==> config.mk <==
export PLATFORM = sky130hd
export DESIGN_NAME = shift_sequencer
export DESIGN_NICKNAME = d
export VERILOG_FILES = /design/src/rtl/shift_sequencer_pkg.sv /design/src/rtl/shift_sequencer_shiftreg16.sv /design/src/rtl/shift_sequencer.sv
export SDC_FILE = /design/constraint.sdc
export NUM_CORES = 1
export LEC_CHECK = 0
export ABC_AREA = 1
export BUFFER_PORTS_ARGS = -buffer_cell sky130_fd_sc_hd__buf_4
export CAP_MARGIN = 20
export CORE_MARGIN = 4
export CORE_UTILIZATION = 58
export DETAILED_ROUTE_END_ITERATION = 7
export PLACE_DENSITY = 0.84
export SYNTH_ARGS = -nofsm -noshare
export SYNTH_HDL_FRONTEND = slang
export SYNTH_SLANG_ARGS = --single-unit
export TNS_END_PERCENT = 10
==> constraint.sdc <==
create_clock -name clk -period 2.47 [get_ports clk]
set_input_delay 0.1235 -clock clk [delete_from_list [all_inputs] [get_ports clk]]
set_output_delay 0.1235 -clock clk [all_outputs]
set_load 0.005 [all_outputs]
==> src/rtl/shift_sequencer_pkg.sv <==
// shift_sequencer_pkg: shared constants, state encoding and count saturation helper
package shift_sequencer_pkg;
    localparam int WIDTH     = 16;
    localparam int CNT_W     = 5;
    localparam int MAX_SHIFT = 16;
    localparam logic [1:0] S_IDLE  = 2'd0;
    localparam logic [1:0] S_LOAD  = 2'd1;
    localparam logic [1:0] S_SHIFT = 2'd2;
    localparam logic [1:0] S_DONE  = 2'd3;
    function automatic logic [CNT_W-1:0] sat_count(input logic [CNT_W-1:0] c);
        return (c > CNT_W'(MAX_SHIFT)) ? CNT_W'(MAX_SHIFT) : c;
    endfunction
endpackage

==> src/rtl/shift_sequencer_shiftreg16.sv <==
// shiftreg16: 16-bit parallel-load register with logical single-bit left/right shift
module shiftreg16
    import shift_sequencer_pkg::*;
(
    input  logic             clk,
    input  logic             a_rst,
    input  logic             load_enable,
    input  logic             shift_enable,
    input  logic             left_right,
    input  logic [WIDTH-1:0] parallel_in,
    output logic [WIDTH-1:0] parallel_out
);
    always_ff @(posedge clk or posedge a_rst)
        if (a_rst)
            parallel_out <= '0;
        else if (load_enable)
            parallel_out <= parallel_in;
        else if (shift_enable)
            parallel_out <= left_right ? {parallel_out[WIDTH-2:0], 1'b0}
                                       : {1'b0, parallel_out[WIDTH-1:1]};
endmodule

==> src/rtl/shift_sequencer.sv <==
// shift_sequencer: command-driven load/shift controller wrapped around shiftreg16
module shift_sequencer
    import shift_sequencer_pkg::*;
(
    input  logic             clk,
    input  logic             a_rst_n,
    input  logic             cmd_valid,
    output logic             cmd_ready,
    input  logic [WIDTH-1:0] cmd_data,
    input  logic [CNT_W-1:0] cmd_count,
    input  logic             cmd_left,
    input  logic             abort,
    output logic             res_valid,
    input  logic             res_ready,
    output logic [WIDTH-1:0] res_data,
    output logic             busy
);
    logic [1:0]       state, state_nx;
    logic [CNT_W-1:0] rem;
    logic             dir;
    logic [WIDTH-1:0] word;
    logic             load_enable, shift_enable, left_right;

    always_ff @(posedge clk or negedge a_rst_n)
        if (!a_rst_n)
            state <= S_IDLE;
        else
            state <= state_nx;

    always_comb begin
        state_nx = state;
        case (state)
            S_IDLE:  state_nx = cmd_valid ? S_LOAD : S_IDLE;
            S_LOAD:  state_nx = abort ? S_IDLE : (rem != '0) ? S_SHIFT : S_DONE;
            S_SHIFT: state_nx = abort ? S_IDLE : (rem == CNT_W'(1)) ? S_DONE : S_SHIFT;
            S_DONE:  state_nx = res_ready ? S_IDLE : S_DONE;
            default: state_nx = S_IDLE;
        endcase
    end

    // abort suppresses the enable in its own cycle so the register keeps its partial value
    always_comb begin
        cmd_ready    = state == S_IDLE;
        busy         = state != S_IDLE;
        res_valid    = state == S_DONE;
        load_enable  = state == S_LOAD && !abort;
        shift_enable = state == S_SHIFT && !abort;
        left_right   = dir;
    end

    always_ff @(posedge clk or negedge a_rst_n)
        if (!a_rst_n) begin
            rem  <= '0;
            dir  <= 1'b0;
            word <= '0;
        end else if (state == S_IDLE && cmd_valid) begin
            rem  <= sat_count(cmd_count);
            dir  <= cmd_left;
            word <= cmd_data;
        end else if (shift_enable) begin
            rem  <= rem - CNT_W'(1);
        end

    shiftreg16 u_shiftreg (
        .clk          (clk),
        .a_rst        (~a_rst_n),
        .load_enable  (load_enable),
        .shift_enable (shift_enable),
        .left_right   (left_right),
        .parallel_in  (word),
        .parallel_out (res_data)
    );
endmodule

Yosys cells after proc, flatten, opt, wreduce, memory -nomap -nowiden
Cells that the tools add are included.
{"block": "word_totals", "register_bits": 40, "latchBits": 0, "ramBits": 0, "mem_bits_ro": 0, "input_bits": 27, "out_inout_bits": 19, "word_cells": 33, "memories": 0}
{"block": "classes", "add_sub_neg": 1, "mul": 0, "div_mod_pow": 0, "order_cmp": 1, "eq_ne": 4, "n_shift": 0, "mux": 13, "bitwise_logic": 0, "n_reduce_logical": 9}
{"cell": "$mux 16", "count": 3}
{"cell": "$mux 5", "count": 3}
{"cell": "$pmux 2 s4", "count": 1}
{"cell": "$mux 2", "count": 3}
{"cell": "$reduce_bool 2->1", "count": 3}
{"cell": "$eq 5x1->1 const B", "count": 1}
{"cell": "$gt 5x5->1 const B", "count": 1}
{"cell": "$reduce_bool 5->1", "count": 1}
{"cell": "$sub 5x1->5 const B", "count": 1}
{"cell": "$eq 2x2->1 const B", "count": 2}
{"cell": "$logic_and 1x1->1", "count": 3}
{"cell": "$mux 1", "count": 3}
{"cell": "$eq 2x1->1 const B", "count": 1}
{"cell": "$logic_not 2->1", "count": 1}
{"cell": "$logic_not 1->1", "count": 1}

Logic depth before layout (Yosys ltp)
Gate-level depths: netlist of the first run.
{"block": "logic_depth", "word_depth": 4, "ltp_mapped": 7, "mapped_depth_nobuf": 7}

Cells and area by module
From an unflattened synthesis of the first run, not the netlist that was laid out.
{"block": "hier_totals", "cells_unflattened": 301, "hier_area_um2": 2220.9}
{"module": "shift_sequencer", "n_inst": 1, "cells_each": 147, "area_per_inst_um2": 1183.6, "seq_area_each_um2": 600.6}
{"module": "shiftreg16", "n_inst": 1, "cells_each": 154, "area_per_inst_um2": 1037.2, "seq_area_each_um2": 400.4}

Least setup slack after synthesis of the first run
OpenSTA, ideal clock, no wires.
{"block": "synth_path", "path_type": "register to register", "start": "register state[1]", "end": "register rem[2]", "setup_ns": 0.123, "arrival_time_ns": 1.034, "required_time_ns": 2.347, "slack_ns": 1.313, "path_stages_with_launch": 6, "n_path_buf": 1, "period_less_slack_ns": 1.157, "path_cell_list": "dfrtp_1 -> nor2_2 -> nand2_2 -> buf_6 -> a21oi_1 -> nor3_2"}
{"block": "synth_via", "elab_chain_cells": 3, "elab_cells_between_ends": 6, "classes_between": "1 x eq/ne; 1 x mux; 4 x reduce/logical"}
{"item": "start, declared", "line_no": "shift_sequencer.sv:18", "source": "logic [1:0] state, state_nx;"}
{"item": "start signal, assigned", "line_no": "shift_sequencer.sv:28", "source": "state <= state_nx;"}
{"item": "$logic_not 2->1 *"}
{"item": "net cmd_ready", "line_no": "shift_sequencer.sv:8", "source": "output logic cmd_ready,"}
{"item": "$logic_and 1x1->1 *", "line_no": "shift_sequencer.sv:56", "source": "end else if (state == S_IDLE && cmd_valid) begin"}
{"item": "$mux 5 or $reduce_bool 2->1 (tied branches)"}
{"item": "end signal, assigned", "line_no": "shift_sequencer.sv:57", "source": "rem <= sat_count(cmd_count);"}
{"item": "end signal, assigned", "line_no": "shift_sequencer.sv:61", "source": "rem <= rem - CNT_W'(1);"}
{"item": "end, declared", "line_no": "shift_sequencer.sv:19", "source": "logic [CNT_W-1:0] rem;"}
Mark *: on every way through the listed nets, which the timed path passes. The rest lies on a longest branch.
A chain may end at the register's enable or synchronous reset.

Final worst setup path of the first run
{"block": "layout_path", "start": "register state[0]", "end": "register rem[1]"}
{"block": "layout_via", "elab_chain_cells": 3, "elab_cells_between_ends": 6, "classes_between": "1 x eq/ne; 1 x mux; 4 x reduce/logical"}
{"item": "$eq 2x2->1 or $logic_not 2->1 (tied branches)", "line_no": "shift_sequencer.sv:47, shift_sequencer.sv:56"}
{"item": "$logic_and 1x1->1, on equally long branches", "line_no": "shift_sequencer.sv:47, shift_sequencer.sv:56"}
{"item": "$reduce_bool 2->1 (no line) or $mux 5 (tied branches)"}
Several ways; a longest one is shown, not always the timed one.

==> reports/metrics.cfg, run 1 <==
[sta]
maxSlewHeadroom=0.6580
clock.fmax_mhz=620.7
rsz0062_at_grt=false
setup_violations=0
drv_slew=0
finalSetupTns_ps=0
fin_skew_ps=11.23
report.final.hold_viol_count=0
post-route-period-util=0.6523
period_minus_slack_ps=1611
tightest_slew_ps=512.9

[floorplan]
rows=21
dieArea_um2=4634
die_w_um=68.08
core_um2=3416
die_height_um=68.08
initial_core_util=0.6128
pin_count=46

[critical_path]
critPathKind=reg2reg
startpoint_type=flop
critPathRequiredTime_ps=2690
cp.arrival_ps=1830
cp-end-kind=flop
cp_max_fo=32

[logic_synthesis]
synth_top_family_by_area=simple AND/OR/NAND/NOR gates
synthArstFlopShare=1.000
syn_nets=261
yosys-top-cells-area=dfrtp_1 (48%), nand2_1 (9.9%), mux2i_1 (5.3%)
postSynthCellCount=232
synth_compound_area_frac=0.1686
ys_ff_latch=40
synthSimpleGateAreaFrac=0.1799
muxShareOfSynthArea=0.05260
yosys_warnings=0
synthAdderAreaFrac=0.01195
syn_area_um2=2093
yosysTopAreaCellShare=0.4782
synth_edf_count=0
seq_area_frac_synth=0.4782
synth_top_area_cell=dfrtp_1
synth_cell_types=27
synth_ff_type=dfrtp_1
synthXorXnorAreaFrac=0.008368
syn_area_per_cell_um2=9.023

[clocking]
numCtsBuffers=5
htree_levels=2
clkTransAtPathRegs_ps=120
cts_sinks=40
root_buffer=clkbuf_4
clockBufferDepth=2
insertion_delay_ps=350
post_cts_resized=0
cts_tree=yes

[pwr]
leakage_uw=0.001313
peakVddDrop_uv=632.8
pwr_density_cell_nw_per_um2=1215
total_power_uw=3242

[route]
routed-via-count=1761
drt_wl_total_mm=4.691
routed_via_density=5.179
ant_nets=0
drc_errors=0
wl_per_cell_um=13.80
drtIter0Drc=160
drtPass1Iterations=4

[global_routing]
overflow=0
grt_pass1_vias=1726
grt_usage=0.2213
grt_antenna_before_repair=0
grt_max_degree=41
grt_pass1_wl_mm=7.659

[cells_and_area]
area_delta_synth_final_pct=27.44
insertedDiodeCount=0
stdcell_count=340
drive_gt1_frac=0.2993
nets=322

[worst_hold_path]
hold_path_class=in2reg

[place]
place_hpwl_mm=3.112
io_buffers=45
placed_cells=316
gp_congestion=0.8262

[outcome]
status=finished clean

[flow_run]
drv_cap=0

## timing repair
action	in CTS	in global routing
buffers inserted	0	0
endpoints found under the hold margin	55	0
hold buffers	16	0
## power by group
group | switching [uW] | total [uW] | internal [uW]
Combinational | 813 | 1500 | 684
Sequential | 286 | 1260 | 977
Clock | 212 | 481 | 269
## worst paths after layout
path / startpoint / end / slack [ps] / cells past startpoint
max: state[0] / rem[1] / 860 / 6
max in group asynchronous: a_rst_n / u_shiftreg.parallel_out[14] / 1840 / 2
min reg2reg: word[15] / word[15] / 510 / 2
min: cmd_data[12] / word[12] / 5 / 3
min in group asynchronous: a_rst_n / word[3] / 270 / 2
max reg2reg: state[0] / rem[1] / 860 / 6
## critical path: stages (launching register included)
cell     delay, ps
dfrtp_1        480
nor2_2         160
nand2_2        180
inv_2          410
nand2_1         90
o21ai_0        100
a21oi_1         60
## cells by family (layout without fill, tap and decap cells)
kind of cell,Yosys count,count (layout)
AND/OR/NAND/NOR,83,83
AO/OA/AOI/OAI,54,54
flip-flops,40,40
buffers and inverters,40,102
multiplexers,11,11
adder cells (fa/ha/maj),2,2
XOR/XNOR,2,2
## registers in the layout, summed over array words and instances, names as in the netlist
signal,flops
u_shiftreg.parallel_out,16
word,16
rem,5
state,2
dir,1
## through the flow
step | util | hold WS, ps | worst slack [ps] | cell area (um^2)
3_5_place_dp | 0.7062 | 126.1 | 883.5 | 2412
3_3_place_gp | 0.7062 | 130.5 | 935.2 | 2412
2_1_floorplan | - | -172.1 | 1313 | 2093
4_1_cts | 0.7810 | 0.2370 | 855.9 | 2668
5_1_grt | 0.7810 | 8.067 | 620.2 | 2668
6_report | 0.7810 | 4.814 | 858.9 | 2668
## cells in the mapped netlist (2+ instances only)
cell and n:
buf_6 6, o21ai_2 9, nor2_1 11, a21oi_1 11, mux2i_1 11, nand3_1 7
a21oi_2 9, inv_2 4, inv_1 26, ha_1 2, dfrtp_1 40, nand4_1 2
xor2_1 2, o21ai_1 3, nor2_2 2, o21ai_0 20, o22ai_2 2, nand3_4 2
nand2_1 55
## cell type report
cell class	instances	area, um^2
Timing Repair Buffer	63	513.0
Multi-Input combinational cell	152	882.1
Sequential cell	40	1001
Inverter	31	118.9
Tap cell	46	57.56
Fill cell	247	748.2
Clock buffer	7	65.06
Clock inverter	1	30.03
## layer usage
metal	vias up	share of wire	global-route usage
met5	-	0	0
met4	0	0.018	0.08189
met3	11	0.058	0.04269
met2	64	0.49	0.3622
met1	813	0.44	0.2904
li1	873	-	-
## layout by cell type (no fill, tap or decap)
cell type and count:
nor2_2 2, clkbuf_8 2, inv_1 26, inv_2 4
nand3_1 7, o21ai_2 9, dlygate4sd3_1 16, a21oi_1 11
buf_4 47, bufinv_16 1, o22ai_2 2, a21oi_2 9
o21ai_0 20, nor2_1 11, nand3_4 2, nand2_4 1
nand4_1 2, nand2_1 55, xor2_1 2, clkbuf_4 5
or2_2 1, nand2_2 1, mux2i_1 11, o21ai_1 3
dfrtp_1 40, nor3_2 1, inv_4 1, ha_1 2
Power figures use the tool's default switching activity.
==> inputs of run 2 (changes only) <==
Settings changed: ABC_AREA 1 to 0, CORE_UTILIZATION 58 to 48, PLACE_DENSITY 0.84 to 0.75.
Clock period 2.47 ns to 1.4 ns, I/O delays scaled along.
==> run 2 against run 1 <==
The flow now finishes with violations (setup timing); synthesized cell count is 32% lower; power is 74% higher; sequential share of layout area is 1.0 points higher; die area is 11% higher; clock power is 48% higher; non-clock buffer count is 4 higher; cell count is 21% lower; first-iteration DRC count is 19% lower; clock-buffer cell count is 1 lower; synthesized area is 6.9% lower; cell area is 2.4% lower.
==> reports/metrics.cfg, run 2 <==
[clocking]
cts_sinks=40
clockBufferDepth=2
cts_tree=yes
htree_levels=2
clkTransAtPathRegs_ps=70
numCtsBuffers=5
root_buffer=clkbuf_8
insertion_delay_ps=280

[floorplan]
die_w_um=71.73
rows=22
initial_core_util=0.5132
dieArea_um2=5144
pin_count=46
core_um2=3799
die_height_um=71.73

[flow_run]
drv_cap=0

[cells_and_area]
insertedDiodeCount=0
reg_top3=u_shiftreg.parallel_out x16, word x16, rem x5
layout_commonest_cell=buf_4
nets=250
final_area_um2=2603
mostFrequentLayoutCells=buf_4 (59), dfrtp_1 (38), nand2_1 (17), mux2_2 (17)
nFillCells=294
area_delta_synth_final_pct=33.50
utilization=0.6851
drive_gt1_frac=0.5294

[critical_path]
cp_max_fo=6
path_delay_family=flip-flops
crit_buf_inv=0
cp-end-kind=flop
startpoint_type=flop
slowest_delay_ps=450
r2r-start=state[0]
startpoint=state[0]
cp.arrival_ps=1640
critPathKind=reg2reg
critPathRequiredTime_ps=1580
slowest_stage=dfrtp_2
crit_chain=or3b_4 -> mux2_4 -> o21a_1

[sta]
post-route-period-util=1.045
report.final.hold_viol_count=0
setup_ws_ps=-63.04
drv_slew=0
rsz0062_at_grt=true
setup_violations=18
fin_skew_ps=1.887
maxSlewHeadroom=0.6583
period_minus_slack_ps=1463
clock.fmax_mhz=683.5
tightest_slew_ps=512.5

[worst_hold_path]
min_from=cmd_data[7]
hold_path_class=in2reg

[outcome]
status=complete, but fails checks
violations=setup timing

[pwr]
seq_power_share=0.403
switching_share=0.3452
pwr_density_cell_nw_per_um2=2170
leakage_uw=0.001204
peakVddDrop_uv=1182
p_comb_frac=0.471
clockPowerShare=0.126
p_switching_uw=1950
p_int_uw=3698

[logic_synthesis]
yosysMostFrequentCell=dfrtp_1
syn_area_um2=1949
yosysTopAreaCellShare=0.5135
synthArstFlopShare=1.000
ys_top_cells_by_count=dfrtp_1 (40), mux2_2 (17), nand2_1 (17)
synth_cell_types=34
synth_ff_type=dfrtp_1
postSynthCellCount=158
seq_area_frac_synth=0.5135
ys_ff_latch=40
yosys-top-cells-area=dfrtp_1 (51%), mux2_2 (9.8%), o221a_2 (8.7%)
yosys_warnings=0
synth_edf_count=0
synth_top_area_cell=dfrtp_1
syn_area_per_cell_um2=12.34
syn_nets=187

[global_routing]
grt_max_degree=41
grt_antenna_before_repair=0
grt_pass1_wl_mm=7.721
grt_usage=0.1932
grt_pass1_vias=1633
overflow=0

[place]
place_hpwl_mm=3.197
io_buffers=45
post_dp_cell_area_um2=2420
gp_congestion=0.7895

[route]
routed_via_density=5.669
drtPass1Iterations=4
drtIter0Drc=130
routed-via-count=1525
drt_wl_total_mm=4.604
drc_errors=0
wl_per_cell_um=17.12
ant_nets=0

[run 2: metrics by stage]
stage	hold slack [ps]	total power, uW	instances	setup TNS (ps)	setup WS [ps]
CTS	5.119	5630	268	-153.7	-54.52
global route	8.553	6054	269	-2070	-91.69
global placement	67.44	4623	257	-1052	-68.00
finish	11.68	5648	269	-286.0	-63.04
floorplan	-225.6	3734	158	-597.0	-51.13
detailed placement	75.35	4767	257	-1699	-117.1
[run 2: final cells by class]
type	instances	area [um^2]	share of cell area
multi-input combinational	101	904.6	0.3476
timing repair buffer	67	534.3	0.2053
sequential	40	1003	0.3856
tap	48	60.06	0.02308
inverter	6	22.52	0.008654
clock buffer	6	72.57	0.02788
clock inverter	1	5.005	0.001923
[run 2: logic make-up (layout without fill, tap and decap cells)]
| logic type | after synthesis | after routing | synth area share |
|---|---|---|---|
| flip-flops | 40 | 40 | 0.5135 |
| AND/OR/NAND/NOR | 38 | 38 | 0.1078 |
| multiplexers | 32 | 32 | 0.1778 |
| AO/OA/AOI/OAI | 29 | 29 | 0.1393 |
| buffers and inverters | 17 | 80 | 0.04877 |
| adder cells (fa/ha/maj) | 2 | 2 | 0.01283 |
[run 2: timing repair]
item,CTS,global route
gates resized for setup,12,8
setup endpoints to repair,28,41
cloned,1,0
pin swaps,1,3
hold buffers,1,0
setup buffers,2,1
endpoints found under the hold margin,40,0
[run 2: worst register-to-register path: cells and delay by family (launching register included)]
kind | cells | cell delay [ps]
compound gates | 1 | 170
mux | 1 | 310
simple gates | 1 | 420
flops | 1 | 450
[run 2: path summary, 6_finish.rpt]
| path | depth (start not counted) | slack [ps] | to |
|---|---|---|---|
| min in group asynchronous | 2 | 300 | rem[4] |
| setup reg to reg | 3 | -60 | rem[2] |
| hold / removal | 2 | 10 | word[7] |
| setup / recovery | 3 | -60 | rem[2] |
| hold reg to reg | 1 | 490 | state[0] |
| max in group asynchronous | 2 | 720 | state[1] |
[run 2: power groups by stage]
stage / Clock (uW) / Combinational, uW / Sequential [uW]
2_1_floorplan: 0 / 1620 / 2110
3_3_place_gp: 0 / 2400 / 2220
3_5_place_dp: 0 / 2510 / 2260
4_1_cts: 730 / 2650 / 2260
5_1_grt: 781 / 2910 / 2360
6_report: 712 / 2660 / 2280
[run 2: routing by layer]
metal	GRT usage	part of all wire	vias up
met5	0	0	-
met4	0.06889	0.013	0
met3	0.04628	0.059	7
met2	0.3153	0.50	44
met1	0.2504	0.42	766
li1	-	-	708
==> inputs of run 3 (changes only) <==
Settings changed: CORE_UTILIZATION 48 to 35, PLACE_DENSITY 0.75 to default.
==> run 3 against run 2 <==
Critical path depth is the same; wire length shrank 1.0%; worst hold slack lost 5.7 ps; clock skew grew 6.5 ps; register-to-register slack gained 40 ps; cell count grew 12%; maximum frequency grew 2.7%; sequential cell count is the same; clock-buffer cell count shrank 1; clock power grew 37%; largest power group unchanged; power grew 3.7%; the flow still finishes with violations (setup timing); sequential share of layout area shrank 2.6 points.
==> reports/metrics.cfg, run 3 (synthesis gave the netlist of run 2 again) <==
[outcome]
status=complete, but fails checks
violations=setup timing

[cells_and_area]
layout_commonest_cell=buf_4
insertedDiodeCount=0
nets=259
drive_gt1_frac=0.4675
mostFrequentLayoutCells=buf_4 (51), dfrtp_1 (39), nand2_1 (17), dlygate4sd3_1 (17), mux2_2 (16)
reg_top3=u_shiftreg.parallel_out x16, word x16, rem x5
area_delta_synth_final_pct=43.13
nFillCells=457

[critical_path]
crit_chain=or3b_4 -> mux2_4 -> o21a_1
crit_buf_inv=0
startpoint=state[1]
startpoint_type=flop
path_delay_family=flip-flops
reg2reg_depth=3
cp.arrival_ps=1620
cp_max_fo=5
reg2reg_to=rem[2]
rrSetupSlack_ps=-20
critPathKind=reg2reg
r2r-start=state[1]
critPathCapture=rem[2]
slowest_delay_ps=440
critPathRequiredTime_ps=1590
slowest_stage=dfrtp_1
cp.depth=3
cp-end-kind=flop

[pwr]
leakage_uw=0.001253
total_power_uw=5856
pwr_density_cell_nw_per_um2=2099
peakVddDrop_uv=782.6

[global_routing]
grt_max_degree=41
grt_pass1_vias=1613
overflow=0
grt_usage=0.1474
grt_antenna_before_repair=0
grt_pass1_wl_mm=7.486

[place]
place_hpwl_mm=3.119
gp_congestion=0.7493
dp_worst_setup_slack_ps=-94.44
io_buffers=45

[floorplan]
die_w_um=82.63
rows=26
initial_core_util=0.3722
pin_count=46
die_height_um=82.63
dieArea_um2=6828
core_um2=5238

[sta]
clock.fmax_mhz=702.3
rsz0062_at_grt=true
fin_skew_ps=8.403
period_minus_slack_ps=1424
maxSlewHeadroom=0.6620
drv_slew=0
tightest_slew_ps=507.0
setup_ws_ps=-23.99
post-route-period-util=1.017
report.final.hold_viol_count=0
setup_violations=6
finalSetupTns_ps=-68.19

[clocking]
cts_tree=yes
insertion_delay_ps=300
clkTransAtPathRegs_ps=90
htree_levels=2
cts_sinks=40
numCtsBuffers=5
root_buffer=clkbuf_8
clockBufferDepth=2

[route]
ant_nets=0
wl_per_cell_um=15.14
drt_wl_total_mm=4.558
routed-via-count=1546
routed_via_density=5.136
drtPass1Iterations=4
drc_errors=0
drtIter0Drc=61

[worst_hold_path]
min_from=cmd_data[7]
hold_path_class=in2reg

[flow_run]
drv_cap=0

[run 3: report_power, final]
part / switching (uW) / total [uW] / internal, uW / leakage [uW]
registers: 514 / 2250 / 1740 / 0.000459
clock network: 438 / 975 / 537 / 0.0000548
logic: 1010 / 2630 / 1620 / 0.000739
[run 3: through the flow]
step	cells	util	cell area (um^2)	hold slack (ps)
global placement	274	0.4649	2435	69.89
global route	301	0.5327	2790	1.341
floorplan	158	-	1964	-225.6
CTS	301	0.5280	2765	4.084
finish	301	0.5327	2790	6.000
detailed placement	274	0.4649	2435	81.56
[run 3: final cells by class]
| cell class | instances | area, um^2 | area share |
|---|---|---|---|
| well taps | 70 | 87.58 | 0.03139 |
| repair buffers | 75 | 661.9 | 0.2372 |
| multi-input cells | 102 | 900.9 | 0.3229 |
| inverters | 6 | 22.52 | 0.008072 |
| clock buffers | 5 | 68.82 | 0.02466 |
| clock inverters | 3 | 46.29 | 0.01659 |
| flip-flops and latches | 40 | 1002 | 0.3592 |
[run 3: metal layers]
metal | track usage | part of all wire | vias to the layer above
met5 | 0 | 0 | -
met4 | 0.07353 | 0.020 | 0
met3 | 0.03362 | 0.053 | 8
met2 | 0.2468 | 0.47 | 40
met1 | 0.1771 | 0.45 | 768
li1 | - | - | 730
[run 3: timing repair]
action / in CTS / in global routing
buffers inserted: 1 / 0
pin swaps: 3 / 1
cloned: 1 / 0
gates resized for setup: 7 / 5
endpoints found under the hold margin: 56 / 0
hold buffers: 17 / 0
setup endpoints to repair: 18 / 38
[run 3: worst min path at each step]
stage | endpoint | slack [ps] | depth (start not counted)
2_1_floorplan | dir | -230 | 0
3_3_place_gp | word[4] | 70 | 1
3_5_place_dp | word[5] | 80 | 1
4_1_cts | word[1] | 4 | 2
5_1_grt | word[1] | 1 | 2
6_report | word[7] | 6 | 2
